`src/rtl/fetch_sequencer_pkg.sv`:
```
// Shared types for the instruction fetch path: sequencer state, fetch buffer entry
// and the PC increment per fetched word.
package fetch_pkg;

  localparam int PC_STEP  = 4;
  localparam int FETCH_AW = 5;
  localparam int FETCH_IW = 32;

  typedef enum logic {
    ST_RUN,
    ST_HALT
  } fetch_state_e;

  typedef struct packed {
    logic [FETCH_AW-1:0] pc;
    logic [FETCH_IW-1:0] instr;
  } fetch_entry_t;

  function automatic logic misaligned(input logic [1:0] lsb);
    return |lsb;
  endfunction

endpackage

```
`src/rtl/fetch_sequencer_buffer.sv`:
```
// Two-entry FIFO holding fetched {pc, instr} words; flush empties it and wins
// over any push or pop in the same cycle.
module fetch_buffer
  import fetch_pkg::*;
#(
  parameter type entry_t = fetch_entry_t
) (
  input  logic       clk,
  input  logic       rst_n,
  input  logic       i_push,
  input  logic       i_pop,
  input  logic       i_flush,
  input  entry_t     i_data,
  output entry_t     o_head,
  output logic       o_valid,
  output logic [1:0] o_count
);

  logic       r_head;
  logic [1:0] r_count;
  entry_t     r_mem [2];
  logic       w_wr_idx;

  // With two slots the tail is head+count mod 2; when full it lands on the
  // slot being popped in the same cycle.
  assign w_wr_idx = r_head ^ r_count[0];

  always_ff @(posedge clk) begin
    if (!rst_n || i_flush) begin
      r_head  <= 1'b0;
      r_count <= 2'd0;
    end else begin
      if (i_pop)
        r_head <= ~r_head;
      case ({i_push, i_pop})
        2'b10:   r_count <= r_count + 2'd1;
        2'b01:   r_count <= r_count - 2'd1;
        default: r_count <= r_count;
      endcase
    end
  end

  always_ff @(posedge clk) begin
    if (i_push && !i_flush)
      r_mem[w_wr_idx] <= i_data;
  end

  assign o_head  = r_mem[r_head];
  assign o_valid = (r_count != 2'd0);
  assign o_count = r_count;

endmodule

```
`src/rtl/fetch_sequencer.sv`:
```
// Program counter, run/halt control and redirect handling in front of a
// combinational instruction ROM; fetched words are handed to decode via fetch_buffer.
module fetch_sequencer
  import fetch_pkg::*;
#(
  parameter int ADDR_WIDTH  = 5,
  parameter int INSTR_WIDTH = 32,
  parameter int RESET_PC    = 0,
  parameter int CNT_WIDTH   = 16
) (
  input  logic                   clk,
  input  logic                   rst_n,
  output logic [ADDR_WIDTH-1:0]  rom_addr,
  input  logic [INSTR_WIDTH-1:0] rom_dout,
  input  logic                   redirect_valid,
  input  logic [ADDR_WIDTH-1:0]  redirect_pc,
  input  logic                   halt,
  output logic                   out_valid,
  input  logic                   out_ready,
  output logic [INSTR_WIDTH-1:0] out_instr,
  output logic [ADDR_WIDTH-1:0]  out_pc,
  output logic                   misalign_err,
  output logic [CNT_WIDTH-1:0]   fetch_count
);

  typedef struct packed {
    logic [ADDR_WIDTH-1:0]  pc;
    logic [INSTR_WIDTH-1:0] instr;
  } entry_t;

  localparam logic [ADDR_WIDTH-1:0] RST_PC = ADDR_WIDTH'(RESET_PC);
  localparam logic [ADDR_WIDTH-1:0] STEP   = ADDR_WIDTH'(PC_STEP);

  fetch_state_e          r_state;
  fetch_state_e          w_state_nxt;
  logic [ADDR_WIDTH-1:0] r_pc;
  logic                  r_misalign;
  logic [CNT_WIDTH-1:0]  r_fetch_count;

  logic                  w_push;
  logic                  w_pop;
  logic                  w_buf_valid;
  logic [1:0]            w_buf_count;
  entry_t                w_head;
  entry_t                w_tail;

  assign w_pop  = w_buf_valid & out_ready;
  assign w_tail = '{pc: r_pc, instr: rom_dout};

  always_ff @(posedge clk) begin
    if (!rst_n)
      r_state <= ST_RUN;
    else
      r_state <= w_state_nxt;
  end

  // halt seen at an edge already blocks that edge's push, before the state
  // register has caught up.
  always_comb begin
    w_state_nxt = r_state;
    w_push      = 1'b0;
    case (r_state)
      ST_RUN: begin
        if (halt)
          w_state_nxt = ST_HALT;
        w_push = ~halt & ~redirect_valid & ((w_buf_count != 2'd2) | w_pop);
      end
      ST_HALT: begin
        if (!halt)
          w_state_nxt = ST_RUN;
      end
      default: w_state_nxt = ST_RUN;
    endcase
  end

  always_ff @(posedge clk) begin
    if (!rst_n) begin
      r_pc       <= RST_PC;
      r_misalign <= 1'b0;
    end else begin
      r_misalign <= redirect_valid & misaligned(redirect_pc[1:0]);
      if (redirect_valid)
        r_pc <= {redirect_pc[ADDR_WIDTH-1:2], 2'b00};
      else if (w_push)
        r_pc <= r_pc + STEP;
    end
  end

  // A handshake coinciding with a redirect is discarded by the flush, so it is not counted.
  always_ff @(posedge clk) begin
    if (!rst_n)
      r_fetch_count <= '0;
    else if (w_pop && !redirect_valid && !(&r_fetch_count))
      r_fetch_count <= r_fetch_count + 1'b1;
  end

  fetch_buffer #(
    .entry_t (entry_t)
  ) u_buf (
    .clk     (clk),
    .rst_n   (rst_n),
    .i_push  (w_push),
    .i_pop   (w_pop),
    .i_flush (redirect_valid),
    .i_data  (w_tail),
    .o_head  (w_head),
    .o_valid (w_buf_valid),
    .o_count (w_buf_count)
  );

  assign rom_addr     = r_pc;
  assign out_valid    = w_buf_valid;
  assign out_instr    = w_buf_valid ? w_head.instr : '0;
  assign out_pc       = w_buf_valid ? w_head.pc : '0;
  assign misalign_err = r_misalign;
  assign fetch_count  = r_fetch_count;

endmodule

```
`config.mk`:
```
export PLATFORM = sky130hd
export DESIGN_NAME = fetch_sequencer
export DESIGN_NICKNAME = d
export VERILOG_FILES = /design/src/rtl/fetch_sequencer_pkg.sv /design/src/rtl/fetch_sequencer_buffer.sv /design/src/rtl/fetch_sequencer.sv
export SDC_FILE = /design/constraint.sdc
export NUM_CORES = 1
export LEC_CHECK = 0
export ABC_CLOCK_PERIOD_IN_PS = 8670
export BUFFER_PORTS_ARGS = -buffer_cell sky130_fd_sc_hd__clkbuf_2
export CORE_MARGIN = 2
export CORE_UTILIZATION = 50
export DETAILED_ROUTE_END_ITERATION = 6
export GPL_ROUTABILITY_DRIVEN = 0
export PLACE_DENSITY = 0.76
export SYNTH_ARGS = -nofsm -noshare
export SYNTH_HDL_FRONTEND = slang
export SYNTH_SLANG_ARGS = --single-unit
```
`constraint.sdc`:
```
create_clock -name clk -period 8.67 [get_ports clk]
set_input_delay 0.4335 -clock clk [delete_from_list [all_inputs] [get_ports clk]]
set_output_delay 0.4335 -clock clk [all_outputs]
set_load 0.005 [all_outputs]
```
==> flow_summary.toml <==
[global_routing]
grt_max_degree = 37
grt_overflow_total = 0
grt_use_met1_pct = 21.4
grt_pass1_vias = 2520
grt_pass1_wl_um = 11600
met2_usage_pct = 30.2
antenna_found_initial = 0
grt_use_total_pct = 17.7
grt.busiest_layer = "met2"
use_met3_pct = 4.48

[timing]
tns_ps = 0
slew_violations = 0
hold_violations = 0
max_freq_ghz = 0.416
relSlewSlack_pct = 23.5
finClkSkew_ps = 8.15
fin_hold_ws_ps = 251
min_period_ps = 2400
tightest_slew_ps = 1140
min_period_over_period_pct = 27.7
setup_viol = 0
rsz0062_at_grt = "false"

[clock_network]
clkLatencyLatePin_ps = 370
htree_levels = 3
cts_tree = "yes"
cts_sinks = 95
cts_made_buffers = 9
clockRootBuffer = "clkbuf_8"
cts_resized = 0
post-cts-setup-buffers = 0
hold_buffers = 0
cts_buffer_depth = 2
cts.clk_slew.worst_paths_ps = 100

[logic_synthesis]
ys_seq_elements = 95
ys_seq_area_share_pct = 66.3
yosys.area.top_type = "edfxtp_1"
ys_async_sr_fraction_pct = 0
synth.top_cell.area_share_pct = 53.6
yosys_warnings = 0
synth_ff_type = "edfxtp_1"
ys_top_cells_by_area = "edfxtp_1, dfxtp_1, mux2i_1"
synth-edff-count = 70
syn_area_sq_um = 3920
synth.avg_cell_area_sq_um = 13.0
synth_cells = 302
ys_types = 39

[detailed_routing]
post-route-drc-count = 0
dr.first_iter.drc_count = 114
avgRoutedWirePerCell_um = 14.8
firstDrtPassIters = 4
drtAntennaViolNets = 0
detail_route.vias_per_cell = 5.23
routed_wl_um = 7440
vias = 2637

[layout]
nFillCells = 601
final_layout_size_suffix_gt1_share_pct = 30.1
final_nets = 442
final_util_pct = 61.0
area_growth_pct = 18.9
n_antenna_cell = 0
final_cell_count_no_fill = 504

[die]
dieHeight_um = 92.6
core_area_sq_um = 7650
ios = 102
die_w_um = 92.6
fp-row-count = 32
start_util_pct = 51.3
dieArea_sq_um = 8570

[worst_hold_path]
whs_path_depth = 1
hold_class = "primary input to flip-flop"

[critical_path]
crit_path_cell_trace = "mux2i_1 > nor2_1 > clkbuf_2"
worst_ep_arrival_time_ps = 1970
start_kind = "flip-flop"
reg2reg_depth = 4
crit_path_max_fanout = 35
slowest_stage = "dfxtp_2"
slowest_delay_ps = 1060
path_delay_family = "flip-flops"
cp-end-kind = "output pin"
crit_required_ps = 8240
path_depth = 3
crit_type = "flip-flop to output pin"
timing.critical_path.buf_inv = 1

[place]
dp_hpwl_um = 5080
port_buffers = 97
placed_cells = 488

[power_and_ir_drop]
peakVddDrop_uv = 84.4
powerDensity_nw_per_um2 = 174
power_uw = 811
leakage_nw = 1.70

[outcome]
status = "finished clean"

[flow_run]
maxCapViolCount = 0
## path summary, 6_finish.rpt
kind / startpoint / slack (ps) / end
worst max-delay path: flip-flop / 6270 / out_pc[4]
worst min-delay path: rom_dout[13] / 250 / u_buf.r_mem[0][13]
worst max register to register: fetch_count[6] / 6480 / fetch_count[15]
worst min register to register: fetch_count[15] / 500 / fetch_count[15]
## metrics by stage
stage               cell area, sq um  setup WS [ps]
floorplan                       3930           5790
global placement                4490           6380
detailed placement              4490           6360
CTS                             4660           6260
global route                    4660           6110
finish                          4660           6270
## area by class of cell
cell class	count	area, sq um	area share, %
timing repair buffer	98	493	10.6
clock inverter	7	55.1	1.18
inverter	7	26.3	0.563
tap	102	128	2.74
clock buffer	9	124	2.66
sequential	95	2600	55.8
multi-input combinational	186	1230	26.5
## kinds of logic after synthesis
| family | Yosys count | synth area share [%] |
|---|---|---|
| multiplexers | 41 | 10.5 |
| adder cells (fa/ha/maj) | 3 | 0.957 |
| flip-flops | 95 | 66.3 |
| buffers and inverters | 24 | 2.90 |
| AND/OR/NAND/NOR | 104 | 13.4 |
| other | 1 | 0.0956 |
| AO/OA/AOI/OAI | 28 | 4.47 |
| XOR/XNOR | 6 | 1.34 |
## layer usage
metal	wire length (um)	share of wire (%)	vias to the layer above
met4	79	1.1	0
met3	432	5.8	7
met1	3200	43	1264
met2	3730	50	71
met5	0	0	-
li1	-	-	1295
## worst register-to-register path, delay by kind of cell (launching register included)
family | cells | cell delay, ps
and+or+nand+nor | 3 | 1470
DFF | 1 | 450
muxes | 1 | 160
## report_power, final
part           leakage, nW  switching [mW]  total [mW]  internal [mW]
combinational        0.766          0.0259      0.0453         0.0194
clock               0.0866           0.154       0.261          0.107
sequential           0.844         0.00534       0.505          0.499
total                 1.70           0.186       0.811          0.626
## cell usage after synthesis (all sizes together) (2+ instances only)
cell type and instances:
a211oi 2, inv 6, dfxtp 25, clkbuf 7, nor3 4, or3 5, nor4b 2, o31ai 6
xor2 2, o21ai 5, nand2 12, nor2 45, edfxtp 70, ha 3, buf 10, mux2i 41
or4 8, xnor2 4, nand4 7, nor4 5, nand2b 6, a21oi 12, nand3 4
## cell usage in the layout (no fill, tap or decap), drive strengths merged, types with 5 or more instances in the layout
master	instances
a21oi	12
clkbuf	106
dfxtp	25
edfxtp	70
inv	9
mux2i	41
nand2	12
nand2b	6
nand4	7
nor2	45
nor4	5
o21ai	5
o31ai	6
or3	5
or4	8
## registers in the layout, indices dropped and copies added, names as in the netlist, named ones only
signal	count
r_state	1
misalign_err	1
rom_addr	3
u_buf.r_head	1
u_buf.r_mem	70
fetch_count	16
u_buf.o_count	2
No activity file was read; power rests on OpenSTA's default activity.
